## config.mk

```make
export PLATFORM = sky130hd
export DESIGN_NAME = mram_read_pts
export DESIGN_NICKNAME = d
export VERILOG_FILES = /design/src/rtl/mram_read_pts.sv
export SDC_FILE = /design/constraint.sdc
export NUM_CORES = 1
export LEC_CHECK = 0
export BUFFER_PORTS_ARGS = -buffer_cell sky130_fd_sc_hd__buf_2
export CORE_MARGIN = 1
export CORE_UTILIZATION = 48
export CTS_CLUSTER_DIAMETER = 150
export DETAILED_ROUTE_END_ITERATION = 6
export PLACE_DENSITY = 0.78
export SLEW_MARGIN = 20
export SYNTH_ARGS = -nofsm -noshare
export SYNTH_HDL_FRONTEND = slang
export SYNTH_SLANG_ARGS = --single-unit
```

## constraint.sdc

```tcl
create_clock -name FPGA_clk -period 2.15 [get_ports FPGA_clk]
set_input_delay 0.215 -clock FPGA_clk [delete_from_list [all_inputs] [get_ports FPGA_clk]]
set_output_delay 0.215 -clock FPGA_clk [all_outputs]
set_load 0.01 [all_outputs]
```

## src/rtl/mram_read_pts.sv

```systemverilog
// MRAM read-capture and parallel-to-serial stage feeding the SPI slave MISO path.
// Optional macro PTS_BYTE_MSB_FIRST_EN: low byte first, MSB-first within each byte.
module mram_read_pts #(
    parameter int unsigned DATA_W        = 16,
    parameter int unsigned IDX_W         = 4,
    parameter int unsigned ACCESS_CYCLES = 4
) (
    input  logic              FPGA_clk,
    input  logic              FPGA_rst_n,
    input  logic              chip_en_n,
    input  logic              read_en_n,
    input  logic              PTS_en,
    input  logic [IDX_W-1:0]  index,
    input  logic [DATA_W-1:0] mram_data_in,
    output logic              PTS_ser_data_out,
    output logic [DATA_W-1:0] hold_data,
    output logic              data_valid,
    output logic              busy,
    output logic              overrun
);

    localparam int unsigned      CNT_W    = 4;
    localparam logic [CNT_W-1:0] CNT_LAST = CNT_W'(ACCESS_CYCLES - 1);

    typedef enum logic [1:0] {
        ST_IDLE,
        ST_WAIT,
        ST_HOLD
    } state_t;

    state_t             state;
    logic [CNT_W-1:0]   cnt;
    logic               rd_strb_d;
    logic               rd_strb_c;
    logic               strb_rise_c;
    logic [IDX_W-1:0]   sel_c;

    assign rd_strb_c   = ~chip_en_n & ~read_en_n;
    assign strb_rise_c = rd_strb_c & ~rd_strb_d;

    // Bit ordering of the serial stream
`ifdef PTS_BYTE_MSB_FIRST_EN
    assign sel_c = {index[IDX_W-1], ~index[IDX_W-2:0]};
`else
    assign sel_c = index;
`endif

    // Strobe edge detect, access-latency FSM, capture and serial bit select
    always_ff @(posedge FPGA_clk or negedge FPGA_rst_n) begin
        if (!FPGA_rst_n) begin
            state            <= ST_IDLE;
            cnt              <= '0;
            rd_strb_d        <= 1'b0;
            hold_data        <= '0;
            data_valid       <= 1'b0;
            busy             <= 1'b0;
            overrun          <= 1'b0;
            PTS_ser_data_out <= 1'b0;
        end else begin
            rd_strb_d        <= rd_strb_c;
            PTS_ser_data_out <= data_valid ? hold_data[sel_c] : 1'b0;

            // Disable wins over any strobe in the same cycle; hold_data is kept
            if (!PTS_en) begin
                state      <= ST_IDLE;
                cnt        <= '0;
                busy       <= 1'b0;
                data_valid <= 1'b0;
                overrun    <= 1'b0;
            end else begin
                case (state)
                    ST_IDLE: begin
                        if (strb_rise_c) begin
                            state <= ST_WAIT;
                            cnt   <= '0;
                            busy  <= 1'b1;
                        end
                    end
                    ST_WAIT: begin
                        // A new strobe aborts the pending access and restarts latency
                        if (strb_rise_c) begin
                            cnt     <= '0;
                            overrun <= 1'b1;
                        end else if (cnt == CNT_LAST) begin
                            hold_data  <= mram_data_in;
                            data_valid <= 1'b1;
                            busy       <= 1'b0;
                            state      <= ST_HOLD;
                        end else begin
                            cnt <= cnt + CNT_W'(1);
                        end
                    end
                    ST_HOLD: begin
                        if (strb_rise_c) begin
                            state <= ST_WAIT;
                            cnt   <= '0;
                            busy  <= 1'b1;
                        end
                    end
                    default: begin
                        state <= ST_IDLE;
                        cnt   <= '0;
                        busy  <= 1'b0;
                    end
                endcase
            end
        end
    end

endmodule

```

==> impl_metrics.env <==
export IMPL_status="completed"
export IMPL_synthAdderAreaFrac=0.0101
export IMPL_synth_area_mux_share=0.242
export IMPL_grt_max_degree=27
export IMPL_multi_input_area_sq_um=551
export IMPL_io_pins=45
export IMPL_root_buffer="clkbuf_4"
export IMPL_slew_viol_final=0
export IMPL_synth_simple_area_share=0.122
export IMPL_crit_path_max_fanout=17
export IMPL_fin_skew_ns=0.0118
export IMPL_yosysWarnings=0
export IMPL_grt_overflow_total=0
export IMPL_place_inst=166
export IMPL_final_cell_mix="44 x buf_2, 26 x dfrtp_1, 9 x mux2_4"
export IMPL_layout_nets=168
export IMPL_postCtsSetupRepairBufs=0
export IMPL_synth_top_family_by_area="multiplexers"
export IMPL_p_per_area_nw_per_um2=631
export IMPL_routabilityCongestion=0.849
export IMPL_startpoint_type="flip-flop"
export IMPL_criticalPathCategory="reg -> reg"
export IMPL_final_seq_area_sq_um=651
export IMPL_avgSynthCellArea_sq_um=13.2
export IMPL_setup_tns_ns=0
export IMPL_grt_pass1_wl_um=3650
export IMPL_core_area_sq_um=2450
export IMPL_start_util=0.505
export IMPL_ant_nets=0
export IMPL_drt_total_wl_um=2340
export IMPL_viasPerCell=5.19
export IMPL_seq_area_frac_synth=0.525
export IMPL_synth_compound_area_frac=0.0696
export IMPL_finalCriticalPeriod_ns=2.01
export IMPL_p_leak_uw=0.000837
export IMPL_path_clk_slew_ns=0.15
export IMPL_drive_gt1_frac=0.496
export IMPL_synthTopCellsByArea="dfrtp_1 52%, mux2_4 11%, mux2_2 7.3%"
export IMPL_port_buffers=44
export IMPL_async_flop_share=1.00
export IMPL_die_width_um=52.8
export IMPL_fillCellCount=178
export IMPL_cts_tree="built"
export IMPL_synth_area_leader_cell="dfrtp_1"
export IMPL_max_slew_margin_rel=0.626
export IMPL_peakVddDrop_v=0.000475
export IMPL_die_h_um=52.8
export IMPL_synth_nets=120
export IMPL_grt_total_usage=0.185
export IMPL_drt_iter0_drc=20
export IMPL_hold_class="in -> reg"
export IMPL_grt_pass1_vias=824
export IMPL_drv_cap=0
export IMPL_fin_cells=171
export IMPL_antenna_found_initial=0
export IMPL_hold_slack_ns=0.0256
export IMPL_drt_wirelength_per_cell_um=13.7
export IMPL_finalSetupViolations=0
export IMPL_clk_path_buf_depth=2
export IMPL_end_kind="flip-flop"
export IMPL_fin_crit_sh=0.934
export IMPL_drc_errors=0
export IMPL_dieArea_sq_um=2790
export IMPL_synth_distinct_cells=31
export IMPL_clk_latency_ns=0.32
export IMPL_layout_commonest_cell="buf_2"
export IMPL_synth_xor_area_frac=0
export IMPL_required_ns=2.38
export IMPL_ys_seq_elements=26
export IMPL_rsz0062_at_grt="false"
export IMPL_synthesis_area_sq_um=1240
export IMPL_place_hpwl_um=1730
export IMPL_h_tree_depth=1
export IMPL_worst_slew_pin_slew_ns=0.562
export IMPL_vias=888
export IMPL_synth_edff_count=0
export IMPL_num_rows=18
export IMPL_hold_violations=0
export IMPL_synth_ff_type="dfrtp_1"
export IMPL_synth_top_area_frac=0.525
export IMPL_antenna_cells=0
export IMPL_syn_inst=94
export IMPL_area_growth_synth_to_final_pct=24.6
export IMPL_fmax_ghz=0.498
export IMPL_first_pass_iters=4
export IMPL_cts_sinks=26
export IMPL_cts_buffers=3
export IMPL_crit_arrival_ns=2.23
==> cells by family (layout without fill, tap and decap cells) <==
group	count (synthesis)	in the layout
adder cells (fa/ha/maj)	1	1
multiplexers	22	22
AND/OR/NAND/NOR	27	27
buffers and inverters	4	51
flip-flops	26	26
AO/OA/AOI/OAI	14	14
==> state kept, by name, indices dropped and copies added, names as in the netlist <==
name              flops
overrun               1
rd_strb_d             1
PTS_ser_data_out      1
hold_data            16
cnt                   4
data_valid            1
state                 1
busy                  1
==> power by group <==
group	switching, uW	internal [uW]
clock	144	188
combinational	54.4	63.7
sequential	16.0	509
==> path summary, 6_finish.rpt <==
path                                 start             to  slack (ns)  cells after the start
worst min-delay path             read_en_n      rd_strb_d        0.03                      2
worst min register to register     overrun        overrun        0.52                      2
min in group asynchronous       FPGA_rst_n  hold_data[10]        0.41                      2
max in group asynchronous       FPGA_rst_n   hold_data[5]        1.36                      2
worst max register to register      cnt[0]  hold_data[11]        0.14                      5
worst max-delay path                cnt[0]  hold_data[11]        0.14                      5
==> per-layer routing <==
metal  part of all wire  vias to the layer above  global-route usage
li1                   -                      435                   -
met1               0.45                      421               0.234
met2               0.48                       30               0.304
met3              0.061                        2              0.0406
met4             0.0060                        0              0.0702
met5                  0                        -                   0
==> stage by stage <==
step | worst slack [ns] | util | total power (uW) | instance area (sq um)
2_1_floorplan | 0.175 | - | 590 | 1240
3_3_place_gp | 0.223 | 0.604 | 648 | 1480
3_5_place_dp | 0.161 | 0.604 | 652 | 1480
4_1_cts | 0.159 | 0.629 | 986 | 1550
5_1_grt | 0.104 | 0.629 | 1020 | 1550
6_report | 0.142 | 0.629 | 975 | 1550
==> final cells by class <==
cell class,count,area share
multi-input combinational,64,0.356
tap,30,0.0243
inverter,1,0.00243
sequential,26,0.421
clock inverter,1,0.0194
timing repair buffer,46,0.162
clock buffer,3,0.0146
==> critical path: stages, from the launching register on <==
cell and delay [ns]:
dfrtp_1 0.41, ha_1 0.21, or3b_4 0.41, or3_1 0.40, buf_12 0.18, mux2_4 0.30
==> synthesized netlist by cell type (all sizes together) (2+ instances only) <==
cell / number
mux2i: 3
mux4: 2
nor3: 2
nand2b: 3
o21ai: 3
nand3b: 2
nand2: 4
nor2: 7
nor2b: 2
mux2: 17
buf: 2
dfrtp: 26
a21oi: 5
==> repair_timing <==
item	in CTS	in global routing
hold buffers	1	0
hold endpoints to repair	26	0
gates resized for setup	0	0
No activity file was read; power rests on OpenSTA's default activity.
